$ cat src/rtl/spi_master.sv
// Memory-mapped SPI master (mode 0, MSB first) with DATA/CTRL/DIV registers
// on the 8-bit IO bus and a sticky transfer-complete flag.
module spi_master #(
    parameter logic [7:0] SPI_ADDRESS = 8'h0D
) (
    input  logic       clk,
    input  logic       rst,
    input  logic [7:0] din,
    input  logic [7:0] address,
    input  logic       w_en,
    input  logic       r_en,
    output logic [7:0] dout,
    output logic       sck,
    output logic       mosi,
    input  logic       miso,
    output logic       cs_n,
    output logic       done_flag,
    input  logic       done_flag_clr
);
    typedef enum logic [1:0] {
        IDLE = 2'b00,
        LOW  = 2'b01,
        HIGH = 2'b10
    } state_t;

    localparam logic [7:0] ADDR_DATA = SPI_ADDRESS;
    localparam logic [7:0] ADDR_CTRL = SPI_ADDRESS + 8'd1;
    localparam logic [7:0] ADDR_DIV  = SPI_ADDRESS + 8'd2;

    state_t     state_q;
    logic       sck_q;
    logic       mosi_q;
    logic       cs_n_q;
    logic       done_flag_q;
    logic       done_flag_d;
    logic [7:0] tx_q;
    logic [7:0] rx_q;
    logic [7:0] rx_data_q;
    logic [7:0] div_q;
    logic [7:0] div_cnt_q;
    logic [7:0] dout_q;
    logic [7:0] dout_d;
    logic [2:0] bit_cnt_q;

    logic sel_data_s;
    logic sel_ctrl_s;
    logic sel_div_s;
    logic busy_s;
    logic half_done_s;
    logic xfer_start_s;
    logic xfer_done_s;
    logic clr_req_s;

    assign sel_data_s   = (address == ADDR_DATA);
    assign sel_ctrl_s   = (address == ADDR_CTRL);
    assign sel_div_s    = (address == ADDR_DIV);
    assign busy_s       = (state_q != IDLE);
    // Equality compare keeps DIV=255 safe with an 8-bit divider counter.
    assign half_done_s  = (div_cnt_q == div_q);
    assign xfer_start_s = w_en && sel_data_s && (state_q == IDLE);
    assign xfer_done_s  = (state_q == HIGH) && half_done_s && (bit_cnt_q == 3'd0);
    assign clr_req_s    = done_flag_clr || (w_en && sel_ctrl_s && din[1]) || (r_en && sel_data_s);

    // Read mux and sticky-flag next state; completion beats any clear.
    always_comb begin
        dout_d      = 8'h00;
        done_flag_d = done_flag_q;
        if (r_en && sel_data_s) begin
            dout_d = rx_data_q;
        end else if (r_en && sel_ctrl_s) begin
            dout_d = {5'b00000, cs_n_q, done_flag_q, busy_s};
        end else if (r_en && sel_div_s) begin
            dout_d = div_q;
        end else begin
            dout_d = 8'h00;
        end
        if (xfer_done_s) begin
            done_flag_d = 1'b1;
        end else if (clr_req_s) begin
            done_flag_d = 1'b0;
        end else begin
            done_flag_d = done_flag_q;
        end
    end

    // Software-visible registers and registered read data.
    always_ff @(posedge clk) begin
        if (rst) begin
            cs_n_q      <= 1'b1;
            div_q       <= 8'h00;
            done_flag_q <= 1'b0;
            dout_q      <= 8'h00;
        end else begin
            if (w_en && sel_ctrl_s) begin
                cs_n_q <= din[2];
            end
            if (w_en && sel_div_s) begin
                div_q <= din;
            end
            done_flag_q <= done_flag_d;
            dout_q      <= dout_d;
        end
    end

    // Transfer FSM: LOW/HIGH half-periods of DIV+1 clocks, sample on rising sck.
    always_ff @(posedge clk) begin
        if (rst) begin
            state_q   <= IDLE;
            sck_q     <= 1'b0;
            mosi_q    <= 1'b0;
            tx_q      <= 8'h00;
            rx_q      <= 8'h00;
            rx_data_q <= 8'h00;
            bit_cnt_q <= 3'd0;
            div_cnt_q <= 8'h00;
        end else begin
            case (state_q)
                IDLE: begin
                    if (xfer_start_s) begin
                        state_q   <= LOW;
                        tx_q      <= din;
                        mosi_q    <= din[7];
                        bit_cnt_q <= 3'd7;
                        div_cnt_q <= 8'h00;
                    end
                end
                LOW: begin
                    if (half_done_s) begin
                        state_q   <= HIGH;
                        sck_q     <= 1'b1;
                        rx_q      <= {rx_q[6:0], miso};
                        div_cnt_q <= 8'h00;
                    end else begin
                        div_cnt_q <= div_cnt_q + 8'd1;
                    end
                end
                HIGH: begin
                    if (half_done_s) begin
                        sck_q     <= 1'b0;
                        div_cnt_q <= 8'h00;
                        if (bit_cnt_q == 3'd0) begin
                            state_q   <= IDLE;
                            rx_data_q <= rx_q;
                        end else begin
                            state_q   <= LOW;
                            tx_q      <= {tx_q[6:0], 1'b0};
                            mosi_q    <= tx_q[6];
                            bit_cnt_q <= bit_cnt_q - 3'd1;
                        end
                    end else begin
                        div_cnt_q <= div_cnt_q + 8'd1;
                    end
                end
                default: begin
                    state_q <= IDLE;
                    sck_q   <= 1'b0;
                end
            endcase
        end
    end

    assign dout      = dout_q;
    assign sck       = sck_q;
    assign mosi      = mosi_q;
    assign cs_n      = cs_n_q;
    assign done_flag = done_flag_q;

endmodule
$ cat config.mk
export PLATFORM = sky130hd
export DESIGN_NAME = spi_master
export DESIGN_NICKNAME = d
export VERILOG_FILES = /design/src/rtl/spi_master.sv
export SDC_FILE = /design/constraint.sdc
export NUM_CORES = 1
export LEC_CHECK = 0
export BUFFER_PORTS_ARGS = -buffer_cell sky130_fd_sc_hd__buf_4
export CAP_MARGIN = 0
export CORE_ASPECT_RATIO = 1.1
export CORE_UTILIZATION = 45
export DETAILED_ROUTE_END_ITERATION = 7
export SKIP_CTS_REPAIR_TIMING = 1
export SLEW_MARGIN = 25
export SYNTH_ARGS = -nofsm -noshare
export SYNTH_HDL_FRONTEND = slang
export SYNTH_SLANG_ARGS = --single-unit
export TNS_END_PERCENT = 10
$ cat constraint.sdc
create_clock -name clk -period 2.45 [get_ports clk]
set_input_delay 0.1225 -clock clk [delete_from_list [all_inputs] [get_ports clk]]
set_output_delay 0.1225 -clock clk [all_outputs]
set_load 0.02 [all_outputs]
==> results.json, run 1 <==
{
  "status": "completed",
  "synth_edf_count": 0,
  "hp-class": "input pin to flip-flop",
  "peakVddDrop_mv": 0.276,
  "via_count": 2170,
  "antenna_cells": 0,
  "drive_above_1_share_pct": 17.5,
  "holdWs_ns": 0.0563,
  "wl_met3_um": 141,
  "required_ns": 2.69,
  "cap_violations": 0,
  "cts_root_buf": "clkbuf_8",
  "final_common_cell": "dfxtp_1",
  "synth_fp_nets": 319,
  "die_h_um": 81.6,
  "num_rows": 28,
  "cts_tree": "built",
  "layout_worst_path_cycle_share_pct": 88.1,
  "period_minus_slack_ns": 2.16,
  "worstPathCellList": "inv_1 -> ha_1 -> inv_1 -> a41oi_1 -> nor2_1 -> a311oi_1",
  "routed_wl_mm": 6.10,
  "crit_arrival_ns": 2.40,
  "total_power_uw": 2070,
  "hpwl_mm": 4.45,
  "worstMarginPinSlew_ns": 0.697,
  "drt_iter0_drc": 85,
  "relSlewSlack_pct": 52.9,
  "rsz0062_at_grt": "false",
  "antenna_left": 0,
  "cp_top_family": "compound AO/OA/AOI/OAI gates",
  "die_w_um": 74.4,
  "startpoint_type": "flip-flop",
  "place_ws_ns": 0.294,
  "wl_per_cell_um": 15.5,
  "ys_seq_elements": 56,
  "worstPathMaxFanout": 9,
  "finalNetCount": 348,
  "final_hold_viol_count": 0,
  "htreeDepth": 2,
  "die_area_mm2": 0.00607,
  "wl_met1_mm": 2.87,
  "boundaryPins": 34,
  "cp_slowest_cell": "a41oi_1",
  "routed.top_layer": "met4",
  "met2RoutedLength_mm": 3.00,
  "finalSetupTns_ns": 0,
  "grt_pass1_vias": 2071,
  "cp_slowest_stage_delay_ns": 0.57,
  "synth_top_flop_cell": "dfxtp_1",
  "cellLeakagePower_uw": 0.00106,
  "path_buf_inv": 2,
  "path_common_cell": "inv_1",
  "timing.fmax_mhz": 463,
  "cp-startpoint": "state_q[1]$_SDFFE_PP0P_",
  "ys_seq_area_share_pct": 43.2,
  "worstSetupPathType": "flip-flop to flip-flop",
  "synthArstFlopShare_pct": 0,
  "insertion_delay_ns": 0.32,
  "syn_inst": 290,
  "maxSlewViolCount": 0,
  "final_util_pct": 54.8,
  "clk_pin_slew_ns": 0.11,
  "coreArea_mm2": 0.00547,
  "end_kind": "flip-flop",
  "drc": 0,
  "gr-usage-all-layers_pct": 21.6,
  "grt_max_degree": 52,
  "layout.cells.most_common_list": "dfxtp_1, nor2_1, buf_4",
  "min_from": "miso",
  "setup_slack_ns": 0.291,
  "drtPass1Iterations": 4,
  "clockBufferDepth": 2,
  "io_buffer_count": 33,
  "clock_skew_ns": 0.00927,
  "cts_buffers": 5,
  "yosysUniqueCellTypes": 41,
  "syn_to_final_growth_pct": 15.5,
  "ys_warn_count": 0,
  "grt_pass1_wl_mm": 9.93,
  "reg2reg_from": "state_q[1]$_SDFFE_PP0P_",
  "synth_area_mm2": 0.00259,
  "via_per_inst": 5.49,
  "cts.sinks": 56,
  "syn_avg_cell_area_um2": 8.94,
  "grt-ovfl-total": 0,
  "p_per_area_mw_per_mm2": 691,
  "gp_congestion": 0.816,
  "nFillCells": 547,
  "initial_core_util_pct": 47.5,
  "setup_viol": 0,
  "antenna_found_initial": 0
}
[logic make-up after synthesis]
logic type      synth area share (%)
compound gates                  16.0
simple gates                    18.0
fa+ha+maj                       3.38
flops                           43.2
mux                             12.5
buf+inv                         4.15
xor+xnor                        2.70
[metal layers]
metal	GRT usage, %	vias to the layer above
li1	-	1093
met1	27.7	1037
met2	36.6	30
met3	3.80	10
met4	6.79	0
met5	0	-
[cell type report]
class	count	area [um2]	area share [%]
clock inverter	3	28.8	0.960
inverter	9	33.8	1.13
timing repair buffer	38	285	9.52
sequential	56	1120	37.4
tap	75	93.8	3.13
clock buffer	5	68.8	2.30
multi-input combinational	209	1370	45.6
[state kept, by name, indices dropped and copies added (netlist names)]
register   count
dout           8
rx_data_q      8
tx_q           7
rx_q           8
div_q          8
div_cnt_q      8
mosi           1
bit_cnt_q      3
cs_n           1
state_q        2
done_flag      1
sck            1
[worst reg2reg max path, delay by kind of cell, from the launching register on]
| kind | cells | cell delay [ns] |
|---|---|---|
| flip-flops | 1 | 0.36 |
| AND/OR/NAND/NOR | 1 | 0.34 |
| adder cells (fa/ha/maj) | 1 | 0.26 |
| buffers and inverters | 2 | 0.23 |
| AO/OA/AOI/OAI | 2 | 0.90 |
[path summary, 6_finish.rpt]
check	depth (start not counted)	endpoint	slack [ns]
worst min register to register	2	rx_q[7]$_SDFFE_PP0P_	0.46
worst max register to register	6	bit_cnt_q[2]$_SDFFE_PP0P_	0.29
worst min-delay path	3	rx_q[0]$_SDFFE_PP0P_	0.06
worst max-delay path	6	bit_cnt_q[2]$_SDFFE_PP0P_	0.29
[metrics by stage]
| step | std cells | cell area (um2) |
|---|---|---|
| after CTS | 395 | 3000 |
| after global routing | 395 | 3000 |
| after detailed placement | 387 | 2900 |
| after global placement | 387 | 2900 |
| final | 395 | 3000 |
| after floorplan | 290 | 2590 |
[cell usage after synthesis (4+ instances only)]
cell | count | area, um2
dfxtp_1 | 56 | 1120
mux2i_1 | 29 | 290
a22oi_1 | 4 | 30.0
inv_1 | 9 | 33.8
ha_1 | 7 | 87.6
xnor2_1 | 8 | 70.1
clkbuf_1 | 12 | 45.0
nand2_1 | 20 | 75.1
a21oi_1 | 25 | 125
a211oi_1 | 10 | 75.1
o21ai_0 | 5 | 25.0
nor2_1 | 40 | 150
nand4_1 | 5 | 31.3
nand3_1 | 17 | 85.1
a31oi_1 | 7 | 43.8
[power by group]
| group | internal (uW) | total, uW | switching (uW) |
|---|---|---|---|
| combinational | 185 | 481 | 296 |
| clock | 217 | 557 | 341 |
| sequential | 987 | 1030 | 44.8 |
(Power assumes the default switching activity.)
==> inputs of run 2 (changes only) <==
--- a/config.mk
+++ b/config.mk
@@ -7,7 +7,7 @@
 export LEC_CHECK = 0
 export BUFFER_PORTS_ARGS = -buffer_cell sky130_fd_sc_hd__buf_4
 export CAP_MARGIN = 0
-export CORE_ASPECT_RATIO = 1.1
+export CORE_ASPECT_RATIO = 1.4
 export CORE_UTILIZATION = 45
 export DETAILED_ROUTE_END_ITERATION = 7
 export SKIP_CTS_REPAIR_TIMING = 1
==> run 2 against run 1 <==
Clock skew about the same. Non-clock buffer count decreased by 2. Sequential share of layout area grew 0.13 points. Worst setup slack lost 0.046 ns. Die area barely moved. Final cell count is 2.3% lower. Sequential cell count unchanged. Highest routed layer unchanged.
==> results.json, run 2 (synthesis gave the netlist of run 1 again) <==
{
  "status": "completed",
  "grt_max_degree": 52,
  "die_area_mm2": 0.00608,
  "startpoint_type": "flip-flop",
  "path_common_cell": "inv_1",
  "final_hold_viol_count": 0,
  "insertion_delay_ns": 0.31,
  "grt_pass1_vias": 2012,
  "num_rows": 32,
  "antenna_left": 0,
  "coreArea_mm2": 0.00553,
  "io_buffer_count": 33,
  "timing.fmax_mhz": 454,
  "grt-ovfl-total": 0,
  "cp_slowest_stage_delay_ns": 0.62,
  "nFillCells": 527,
  "clockBufferDepth": 2,
  "boundaryPins": 34,
  "final_util_pct": 54.1,
  "cellLeakagePower_uw": 0.00105,
  "worstMarginPinSlew_ns": 0.774,
  "drc": 0,
  "rsz0062_at_grt": "false",
  "worstPathCellList": "inv_1 -> ha_1 -> inv_1 -> a41oi_1 -> nor2_1 -> a311oi_1",
  "gr-usage-all-layers_pct": 21.5,
  "final_common_cell": "dfxtp_1",
  "layout_worst_path_cycle_share_pct": 90.0,
  "finalInstanceArea_mm2": 0.00299,
  "setup_slack_ns": 0.245,
  "cts_tree": "built",
  "antenna_cells": 0,
  "hp-class": "input pin to flip-flop",
  "die_w_um": 66.2,
  "setup_viol": 0,
  "cts_root_buf": "clkbuf_8",
  "peakVddDrop_mv": 0.433,
  "place_ws_ns": 0.315,
  "antenna_found_initial": 0,
  "hpwl_mm": 4.40,
  "via_per_inst": 5.61,
  "min_path_cells": 3,
  "worstPathMaxFanout": 9,
  "die_h_um": 91.8,
  "initial_core_util_pct": 46.9,
  "grt_pass1_wl_mm": 9.95,
  "end_kind": "flip-flop",
  "period_minus_slack_ns": 2.20,
  "clock_skew_ns": 0.00932,
  "cts_buffers": 5,
  "drt_iter0_drc": 233,
  "crit_arrival_ns": 2.44,
  "cp_slowest_cell": "a41oi_1",
  "syn_to_final_growth_pct": 15.1,
  "htreeDepth": 2,
  "relSlewSlack_pct": 47.7,
  "p_per_area_mw_per_mm2": 716,
  "gp_congestion": 0.810,
  "routed_wl_mm": 6.04,
  "maxSlewViolCount": 0,
  "clk_pin_slew_ns": 0.10,
  "r2r_cells": 6,
  "cts.sinks": 56,
  "layout.cells.most_common_list": "dfxtp_1, nor2_1, buf_4",
  "total_power_uw": 2140,
  "required_ns": 2.69,
  "finalNetCount": 346,
  "dpl_cell_area_mm2": 0.00288,
  "cap_violations": 0,
  "via_count": 2167,
  "wl_per_cell_um": 15.6,
  "drive_above_1_share_pct": 16.7,
  "worstSetupPathType": "flip-flop to flip-flop",
  "finalSetupTns_ns": 0,
  "drtPass1Iterations": 4
}
## run 2: changes by cell type in the layout (fill, tap and decap cells not counted), sizes merged
cell	previous run	this run
buf	38	36
bufinv	0	1
clkbuf	5	6
inv	12	10
## run 2: final cells by class
| cell class | count | area [um2] | share of cell area (%) |
|---|---|---|---|
| inverter | 9 | 33.8 | 1.13 |
| sequential | 56 | 1120 | 37.5 |
| clock buffer | 6 | 72.6 | 2.43 |
| clock inverter | 2 | 38.8 | 1.30 |
| tap | 68 | 85.1 | 2.85 |
| timing repair buffer | 36 | 270 | 9.05 |
| multi-input combinational | 209 | 1370 | 45.7 |
## run 2: worst paths after layout
kind,from,to,slack (ns)
hold / removal,din[3],div_q[3]$_SDFFE_PP0P_,0.05
hold reg to reg,rx_q[7]$_SDFFE_PP0P_,rx_q[7]$_SDFFE_PP0P_,0.46
setup / recovery,state_q[1]$_SDFFE_PP0P_,bit_cnt_q[1]$_SDFFE_PP0P_,0.25
setup reg to reg,state_q[1]$_SDFFE_PP0P_,bit_cnt_q[1]$_SDFFE_PP0P_,0.25
## run 2: critical path, delay by kind of cell (launching register included)
family | cells | cell delay, ns
AOI/OAI and AO/OA | 2 | 0.94
adders and majority gates | 1 | 0.25
buffers and inverters | 2 | 0.23
DFF | 1 | 0.35
and+or+nand+nor | 1 | 0.35
## run 2: routing by layer
layer	global-route usage, %	vias to the layer above	share of wire, %
met4	7.27	0	1.5
met1	27.8	1023	46
met2	35.5	41	50
met3	3.48	7	2.5
met5	0	-	0
li1	-	1096	-
## run 2: per-stage QoR
step                      instances  hold WS, ns
final                           386       0.0456
after global routing            386       0.0505
after CTS                       386       0.0439
after detailed placement        378        0.378
after global placement          378        0.368
after floorplan                 290        0.270
## run 2: power breakdown
| part | switching [uW] | total, uW | internal [uW] |
|---|---|---|---|
| clock network | 311 | 620 | 310 |
| logic | 298 | 484 | 186 |
| registers | 47.8 | 1030 | 986 |
| total | 656 | 2140 | 1480 |
==> inputs of run 3 (changes only) <==
--- a/config.mk
+++ b/config.mk
@@ -5,7 +5,7 @@
 export SDC_FILE = /design/constraint.sdc
 export NUM_CORES = 1
 export LEC_CHECK = 0
-export BUFFER_PORTS_ARGS = -buffer_cell sky130_fd_sc_hd__buf_4
+export BUFFER_PORTS_ARGS = -buffer_cell sky130_fd_sc_hd__buf_2
 export CAP_MARGIN = 0
 export CORE_ASPECT_RATIO = 1.4
 export CORE_UTILIZATION = 45
==> run 3 against run 2 <==
Wire length is 3.5% higher. Non-clock buffer count is 3 higher. Final cell count is 0.78% higher. Worst hold slack gained 0.0021 ns. Global-route usage up 0.83 points. Register-to-register slack about the same. Clock power down 11%. Critical path type unchanged. Critical endpoint unchanged.
==> results.json, run 3 (synthesis gave the netlist of run 1 again) <==
{
  "drtPass1Iterations": 4,
  "antenna_cells": 0,
  "multi_input_area_mm2": 0.00137,
  "dpl_cell_area_mm2": 0.00282,
  "hpwl_mm": 4.53,
  "period_minus_slack_ns": 2.20,
  "grt-ovfl-total": 0,
  "peakVddDrop_mv": 0.313,
  "coreArea_mm2": 0.00553,
  "drt_iter0_drc": 134,
  "cts_tree": "built",
  "final_hold_viol_count": 0,
  "via_per_inst": 5.64,
  "antenna_left": 0,
  "p_sw_share_pct": 32.4,
  "setup_viol": 0,
  "grt_pass1_wl_mm": 10.2,
  "clock_skew_ns": 0.00855,
  "io_buffer_count": 33,
  "finalNetCount": 349,
  "cellLeakagePower_uw": 0.00104,
  "cts_buffers": 5,
  "required_ns": 2.69,
  "num_rows": 32,
  "boundaryPins": 34,
  "worstPathMaxFanout": 9,
  "status": "completed",
  "die_area_mm2": 0.00608,
  "gr-usage-all-layers_pct": 22.3,
  "clockBufferDepth": 2,
  "relSlewSlack_pct": 50.3,
  "p_sw_uw": 666,
  "clk_pin_slew_ns": 0.10,
  "htreeDepth": 2,
  "hp-class": "input pin to flip-flop",
  "layout_worst_path_cycle_share_pct": 89.6,
  "rrSetupSlack_ns": 0.25,
  "worstMarginPinSlew_ns": 0.736,
  "clkPwrFrac_pct": 26.7,
  "nFillCells": 540,
  "internal_power_uw": 1390,
  "final_common_cell": "dfxtp_1",
  "use_met1_pct": 28.0,
  "cts.sinks": 56,
  "die_w_um": 66.2,
  "combPwrFrac_pct": 23.1,
  "worstSetupPathType": "flip-flop to flip-flop",
  "layout.cells.most_common_list": "dfxtp_1, nor2_1, buf_2",
  "end_kind": "flip-flop",
  "drive_above_1_share_pct": 17.8,
  "p_per_area_mw_per_mm2": 707,
  "routed_wl_mm": 6.25,
  "use_met3_pct": 4.35,
  "maxSlewViolCount": 0,
  "seq_power_share_pct": 50.2,
  "syn_to_final_growth_pct": 12.3,
  "initial_core_util_pct": 46.9,
  "finalInstanceArea_mm2": 0.00291,
  "register_area_mm2": 0.00112,
  "die_h_um": 91.8,
  "wl_per_cell_um": 16.1,
  "top_usage_layer": "met2",
  "gp_congestion": 0.852,
  "insertion_delay_ns": 0.32,
  "drc": 0,
  "timing.fmax_mhz": 455,
  "antenna_found_initial": 0,
  "rsz0062_at_grt": "false",
  "cts_root_buf": "clkbuf_8",
  "cap_violations": 0,
  "via_count": 2193,
  "crit_arrival_ns": 2.43,
  "startpoint_type": "flip-flop",
  "grtUsageMet2_pct": 36.0,
  "grt_max_degree": 38,
  "grt_pass1_vias": 2070,
  "finalSetupTns_ns": 0
}
run 3: routing by layer:
layer / vias to the layer above / part of all wire (%)
met3: 17 / 3.0
met1: 1029 / 45
li1: 1095 / -
met5: - / 0
met4: 0 / 3.3
met2: 52 / 48
run 3: power by group through the flow:
stage	Sequential [uW]	Clock [uW]	Combinational (uW)
after floorplan	1050	0	334
after global placement	1050	0	464
after detailed placement	1050	0	470
after CTS	1030	560	472
after global routing	1040	594	533
final	1030	550	475
run 3: per-stage QoR:
stage | std cells | total power, uW | hold WS [ns] | setup slack [ns] | util, %
after floorplan | 290 | 1390 | 0.270 | 0.596 | -
after global placement | 381 | 1520 | 0.375 | 0.368 | 51.0
after detailed placement | 381 | 1520 | 0.382 | 0.267 | 51.0
after CTS | 389 | 2060 | 0.0379 | 0.234 | 52.7
after global routing | 389 | 2170 | 0.0555 | 0.0229 | 52.7
final | 389 | 2060 | 0.0476 | 0.255 | 52.7
run 3: final cells by class:
class,count,share of cell area [%]
Timing Repair Buffer,39,7.22
Clock buffer,6,2.84
Clock inverter,2,0.473
Multi-Input combinational cell,209,46.9
Inverter,9,1.16
Tap cell,68,2.92
Sequential cell,56,38.5
run 3: final timing paths:
check | startpoint | end | cells after the start
setup / recovery | state_q[1]$_SDFFE_PP0P_ | bit_cnt_q[1]$_SDFFE_PP0P_ | 6
hold / removal | miso | rx_q[0]$_SDFFE_PP0P_ | 3
setup reg to reg | state_q[1]$_SDFFE_PP0P_ | bit_cnt_q[1]$_SDFFE_PP0P_ | 6
hold reg to reg | rx_q[7]$_SDFFE_PP0P_ | rx_q[7]$_SDFFE_PP0P_ | 2
run 3: worst max-delay path: stages (launching register included):
cell	delay, ns
dfxtp_1	0.35
inv_1	0.10
ha_1	0.27
inv_1	0.13
a41oi_1	0.59
nor2_1	0.34
a311oi_1	0.33
